$ cat src/rtl/ifu_pkg.sv
// Shared IFU types: cache<->instruction-memory fill structs and the fill controller
// state encoding and sizing constants.
package ifu_pkg;

    localparam int I_MEM_DEPTH_DFLT = 4096;
    localparam int I_MEM_BEATS      = 4;

    typedef struct packed {
        logic        fill_requested_address_valid;
        logic [31:0] fill_requested_address;
    } t_cache2i_mem_req;

    typedef struct packed {
        logic         valid;
        logic [31:0]  address;
        logic [127:0] filled_instruction;
    } t_i_mem2cache_rsp;

    typedef enum logic [1:0] {
        IDLE,
        READ,
        DRAIN,
        RESP
    } t_i_mem_fill_states;

endpackage

$ cat src/rtl/i_mem_fill_ctrl.sv
// Instruction-memory fill controller: turns cache-line fill requests into 4-beat word
// reads and shares the single memory port with a program-loader write port.
module i_mem_fill_ctrl
    import ifu_pkg::*;
#(
    parameter int I_MEM_DEPTH = I_MEM_DEPTH_DFLT,
    parameter int I_MEM_AW    = $clog2(I_MEM_DEPTH)
) (
    input  logic                clk,
    input  logic                rst,
    input  t_cache2i_mem_req    cache2i_mem_req,
    output t_i_mem2cache_rsp    i_mem2cache_rsp,
    input  logic                ld_req_valid,
    input  logic [31:0]         ld_req_addr,
    input  logic [31:0]         ld_req_data,
    output logic                ld_req_ready,
    output logic                mem_en,
    output logic                mem_we,
    output logic [I_MEM_AW-1:0] mem_addr,
    output logic [31:0]         mem_wdata,
    input  logic [31:0]         mem_rdata,
    output logic                busy,
    output logic                fill_overrun
);

    localparam int LINE_W = 32 * I_MEM_BEATS;

    t_i_mem_fill_states state, state_nxt;
    logic [1:0]         beat;
    logic [27:0]        base_q;
    logic [27:0]        pend_addr;
    logic               pend_vld;
    logic               overrun_q;
    logic               rd_vld_p1;
    logic [1:0]         rd_beat_p1;
    logic [LINE_W-1:0]  line_q;
    logic [LINE_W-1:0]  line_nxt;
    t_i_mem2cache_rsp   rsp_q;
    logic               fill_pulse;
    logic               take_fill;
    logic               ld_hs;
    logic               unused_ok;

    assign fill_pulse   = cache2i_mem_req.fill_requested_address_valid;
    assign take_fill    = (state == IDLE) && (pend_vld || fill_pulse);
    assign ld_req_ready = (state == IDLE) && !pend_vld && !fill_pulse && !rst;
    assign ld_hs        = ld_req_ready && ld_req_valid;

    assign i_mem2cache_rsp = rsp_q;
    assign busy            = (state != IDLE) || pend_vld;
    assign fill_overrun    = overrun_q;

    // Line offset bits and address bits above the memory size are meaningless here.
    assign unused_ok = ^{cache2i_mem_req.fill_requested_address[3:0],
                         ld_req_addr[31:I_MEM_AW+2], ld_req_addr[1:0]};

    always_comb begin
        state_nxt = state;
        mem_en    = 1'b0;
        mem_we    = 1'b0;
        mem_addr  = '0;
        mem_wdata = '0;
        case (state)
            IDLE: begin
                if (take_fill) begin
                    state_nxt = READ;
                end else if (ld_hs) begin
                    mem_en    = 1'b1;
                    mem_we    = 1'b1;
                    mem_addr  = ld_req_addr[I_MEM_AW+1:2];
                    mem_wdata = ld_req_data;
                end
            end
            READ: begin
                mem_en   = 1'b1;
                mem_addr = {base_q[I_MEM_AW-3:0], beat};
                if (beat == 2'd3) begin
                    state_nxt = DRAIN;
                end
            end
            DRAIN:   state_nxt = RESP;
            RESP:    state_nxt = IDLE;
            default: state_nxt = IDLE;
        endcase
    end

    // Read data lands one cycle after its beat; slot it into the line by beat index.
    always_comb begin
        line_nxt = line_q;
        if (rd_vld_p1) begin
            line_nxt[32*rd_beat_p1 +: 32] = mem_rdata;
        end
    end

    always_ff @(posedge clk) begin
        if (rst) begin
            state      <= IDLE;
            beat       <= 2'd0;
            base_q     <= '0;
            pend_addr  <= '0;
            pend_vld   <= 1'b0;
            overrun_q  <= 1'b0;
            rd_vld_p1  <= 1'b0;
            rd_beat_p1 <= 2'd0;
            line_q     <= '0;
            rsp_q      <= '0;
        end else begin
            state      <= state_nxt;
            rd_vld_p1  <= (state == READ);
            rd_beat_p1 <= beat;
            line_q     <= line_nxt;
            if (state == READ) begin
                beat <= beat + 2'd1;
            end
            // Response is registered straight from the final capture, so it is valid in RESP.
            rsp_q.valid <= (state == DRAIN);
            if (state == DRAIN) begin
                rsp_q.address            <= {base_q, 4'b0000};
                rsp_q.filled_instruction <= line_nxt;
            end
            if (take_fill) begin
                base_q <= pend_vld ? pend_addr
                                   : cache2i_mem_req.fill_requested_address[31:4];
            end
            // Pending is older than any pulse arriving alongside it, so it is served first.
            if (state == IDLE) begin
                if (pend_vld) begin
                    pend_vld <= fill_pulse;
                    if (fill_pulse) begin
                        pend_addr <= cache2i_mem_req.fill_requested_address[31:4];
                    end
                end
            end else if (fill_pulse) begin
                if (pend_vld) begin
                    overrun_q <= 1'b1;
                end else begin
                    pend_vld  <= 1'b1;
                    pend_addr <= cache2i_mem_req.fill_requested_address[31:4];
                end
            end
        end
    end

endmodule

$ cat config.mk
export PLATFORM = sky130hd
export DESIGN_NAME = i_mem_fill_ctrl
export DESIGN_NICKNAME = d
export VERILOG_FILES = /design/src/rtl/ifu_pkg.sv /design/src/rtl/i_mem_fill_ctrl.sv
export SDC_FILE = /design/constraint.sdc
export NUM_CORES = 1
export LEC_CHECK = 0
export CORE_MARGIN = 10
export CORE_UTILIZATION = 49
export CTS_CLUSTER_DIAMETER = 200
export DETAILED_ROUTE_END_ITERATION = 6
export PLACE_DENSITY_LB_ADDON = 0.12
export SYNTH_ARGS = -nofsm -noshare
export SYNTH_HDL_FRONTEND = slang
export SYNTH_SLANG_ARGS = --single-unit
$ cat constraint.sdc
create_clock -name clk -period 2.3 [get_ports clk]
set_input_delay 0.575 -clock clk [delete_from_list [all_inputs] [get_ports clk]]
set_output_delay 0.575 -clock clk [all_outputs]
set_load 0.05 [all_outputs]
==> metrics.txt, run 1 <==
max-slew violation count 0; LEAKAGE 7.48 nW; core footprint 26700 um2; Sw Pwr 10.1 mW; Bufs on Longest Clock Path 3; final WL approximately 41 mm; DRC violation total after the first TritonRoute iteration between 800 and 900; final setup fails 47; GRT Overall Usage 0.231; DR vias/cell 5.58; Die Width about 180 um; cts bufs inserted 37; fmax 378 MHz; Top FF cell, synth dfxtp_1; Max H-tree Level 2; asr flop ratio synth 0; Post-Synthesis Cell Area about 13000 um2; P&R area growth vs syn 42.0%; total die area roughly 34000 um2; clock network power share 0.240; root buffer cell clkbuf_16; dpl hpwl 27.0 mm; FF+latch area 7010 um2; Seq/Total Area, Yosys 0.531; Synth Register Bits between 300 and 400; Yosys top cell area share 0.531; setup slack at placement -293 ps; PwrDens 1330 nW/um2; launching element type of the critical path flop; Crit-path slowest cell dfxtp_4; YS warnings 0; Post-Route Utilization 0.701; Peak VDD IR 1.04 mV; Yosys top cell by area dfxtp_1; Avg Inst Size Synth 9.63 um2; Clock Skews 37.2 ps; vias post-DR 11204; slowest stage delay, CP 350 ps; fin crit period 2640 ps; Least-Margin Pin Slew 660 ps; layout cells sized above 1 0.140; Post-DRT Antenna Nets 0; initial antenna violation count 1; failing checks setup timing; vias in the first global route 10916; Reg2Reg Depth 6; CP required roughly 1700 ps; clk_lat worst skew 530 ps; P_int 14.8 mW; Top Ports 342; Clock Pin Slew Worst Setup and Hold Paths 60 ps; first-pass GRT wire length 62.8 mm; FILL cells roughly 2100; hold path cells 2; Initial DRT Pass Iterations 5; chip height 184 um; largest net degree at the start of global routing 150; placer congestion estimate approximately 0.8; post-layout net count 1781; Crit. End Element output pin; worst setup margin -343 ps; port bufs 313; most used cell, CP buf_6; Yosys cell types 35; status finished, violations left; slew margin rel. 0.560; Initial Util 0.494; max-cap check violation count 0; EDFF count, synth 0; Multi-input gate area 5760 um2; grt ovf 0; unrepaired setup endpoints after global routing true; worst-path maximum fanout 5; clk sinks 350; DR DRC count 0; Combinational Power Share 0.432; final worst-path cycle share 1.15; Final Hold Fails 0; Reg power frac 0.328; sw frac 0.407; critical path arrival 2070 ps; Crit Path Category reg -> out; ant diodes 0; Hold WC Path Type reg -> reg; cells after synthesis 1371; critical path cell sequence inv_4, ha_4, nand2b_4, nor4b_4, buf_6, buf_8, buf_6, and2_2, buf_12; CTS tree yes; drt wl/cell 20.5 um; Rows 60; Synth area leaders dfxtp_1, nor2_1, a211oi_1
[flip-flops by register name, summed over array words and instances (netlist names)]
signal	cells
i_mem2cache_rsp	157
pend_vld	1
state	2
base_q	28
beat	2
fill_overrun	1
line_q	128
pend_addr	28
rd_vld_p1	1
rd_beat_p1	2
[critical path, delay by kind of cell, from the launching register on]
| kind | cells | cell delay [ps] |
|---|---|---|
| buf+inv | 5 | 620 |
| simple gates | 3 | 440 |
| flops | 1 | 350 |
| fa+ha+maj | 1 | 140 |
[cells in the mapped netlist (all sizes together) (2+ instances only)]
cell type and n:
a211oi 144, a21boi 32, a21oi 13, a22o 12, a311oi 12, a31oi 33, a32oi 84, and2 34
and3b 2, buf 49, clkbuf 94, dfxtp 350, ha 10, inv 6, mux2i 87, nand2 16
nand2b 61, nand3 12, nor2 303, nor2b 6
[path summary, 6_finish.rpt]
| kind | end | slack, ps | start |
|---|---|---|---|
| worst min-delay path | line_q[110]$_SDFF_PP0_ | 460 | line_q[110]$_SDFF_PP0_ |
| worst max register to register | i_mem2cache_rsp[7]$_SDFFE_PP0P_ | 310 | rd_beat_p1[0]$_SDFF_PP0_ |
| worst max-delay path | mem_wdata[21] | -340 | state[1]$_SDFFE_PP0P_ |
| worst min register to register | line_q[110]$_SDFF_PP0_ | 460 | line_q[110]$_SDFF_PP0_ |
[power by group through the flow]
stage,sequential [mW],combinational (mW),clock [mW]
2_1_floorplan,11.1,3.97,0
3_3_place_gp,8.25,10.5,0
3_5_place_dp,8.28,10.6,0
4_1_cts,8.17,10.8,6.08
5_1_grt,8.30,11.4,6.31
6_report,8.16,10.7,5.98
[logic make-up after synthesis]
group	count (synthesis)	synth area share
buffers and inverters	149	0.0495
muxes	87	0.0660
other	1	0.000284
xor gates and xnor gates	1	0.000664
AOI/OAI and AO/OA	334	0.195
and+or+nand+nor	439	0.149
DFF	350	0.531
adders and majority gates	10	0.00948
[per-stage QoR]
step           hold slack, ps  cell area (um2)  total power [mW]  cells  setup TNS [ps]
6_report                  464            18700              24.9   2007          -13720
5_1_grt                   486            18700              26.0   2007          -18350
4_1_cts                   466            18600              25.0   2005          -15290
3_5_place_dp              458            17200              18.9   1926          -12510
3_3_place_gp              447            17200              18.8   1926          -11240
2_1_floorplan             440            13300              15.1   1374            -308
[layout by cell type, fill, tap and decap left out, drive strengths merged, types with 2 or more instances in the layout]
cell	synthesis	final
dfxtp	350	350
nor2	303	303
clkdlybuf4s50	0	188
a211oi	144	144
buf	49	112
mux2i	87	87
a32oi	84	84
nand2b	61	61
clkbuf	94	60
dlymetal6s2s	0	39
and2	34	34
a31oi	33	33
a21boi	32	32
dlygate4sd2	0	28
nand2	16	16
a21oi	13	13
nand3	12	12
a311oi	12	12
a22o	12	12
ha	10	10
inv	6	7
clkinv	0	6
nor2b	6	6
conb	1	4
and3b	2	2
[layout make-up]
class	count	share of cell area
Tap cell	341	0.0228
Clock inverter	8	0.00427
Sequential cell	350	0.374
Inverter	6	0.00134
Timing Repair Buffer	369	0.228
Clock buffer	58	0.0618
Multi-Input combinational cell	875	0.307
[repair_timing]
action,CTS,global route
pin swaps,3,2
hold buffers,0,0
setup endpoints to repair,73,85
resized for setup,50,49
gates cloned,3,3
buffers inserted,10,1
[routing by layer]
layer | up-vias | global-route usage | routed length (um)
met5 | - | 0 | 13
li1 | 5408 | - | -
met1 | 5323 | 0.282 | 17300
met3 | 71 | 0.0713 | 3550
met4 | 2 | 0.0833 | 1220
met2 | 400 | 0.377 | 19100
Note: power is estimated with default switching activity, not from simulation.
==> inputs of run 2 (changes only) <==
--- a/config.mk
+++ b/config.mk
@@ -9,6 +9,7 @@
 export CORE_UTILIZATION = 49
 export CTS_CLUSTER_DIAMETER = 200
 export DETAILED_ROUTE_END_ITERATION = 6
+export HOLD_SLACK_MARGIN = 0.05
 export PLACE_DENSITY_LB_ADDON = 0.12
 export SYNTH_ARGS = -nofsm -noshare
 export SYNTH_HDL_FRONTEND = slang
==> results of run 2 <==
The final DEF is identical to that of run 1; final timing and power are the same.
==> inputs of run 3 (changes only) <==
--- a/config.mk
+++ b/config.mk
@@ -5,6 +5,7 @@
 export SDC_FILE = /design/constraint.sdc
 export NUM_CORES = 1
 export LEC_CHECK = 0
+export ABC_CLOCK_PERIOD_IN_PS = 2300
 export CORE_MARGIN = 10
 export CORE_UTILIZATION = 49
 export CTS_CLUSTER_DIAMETER = 200
==> results of run 3 <==
The final DEF is identical to that of run 1; final timing and power are the same.
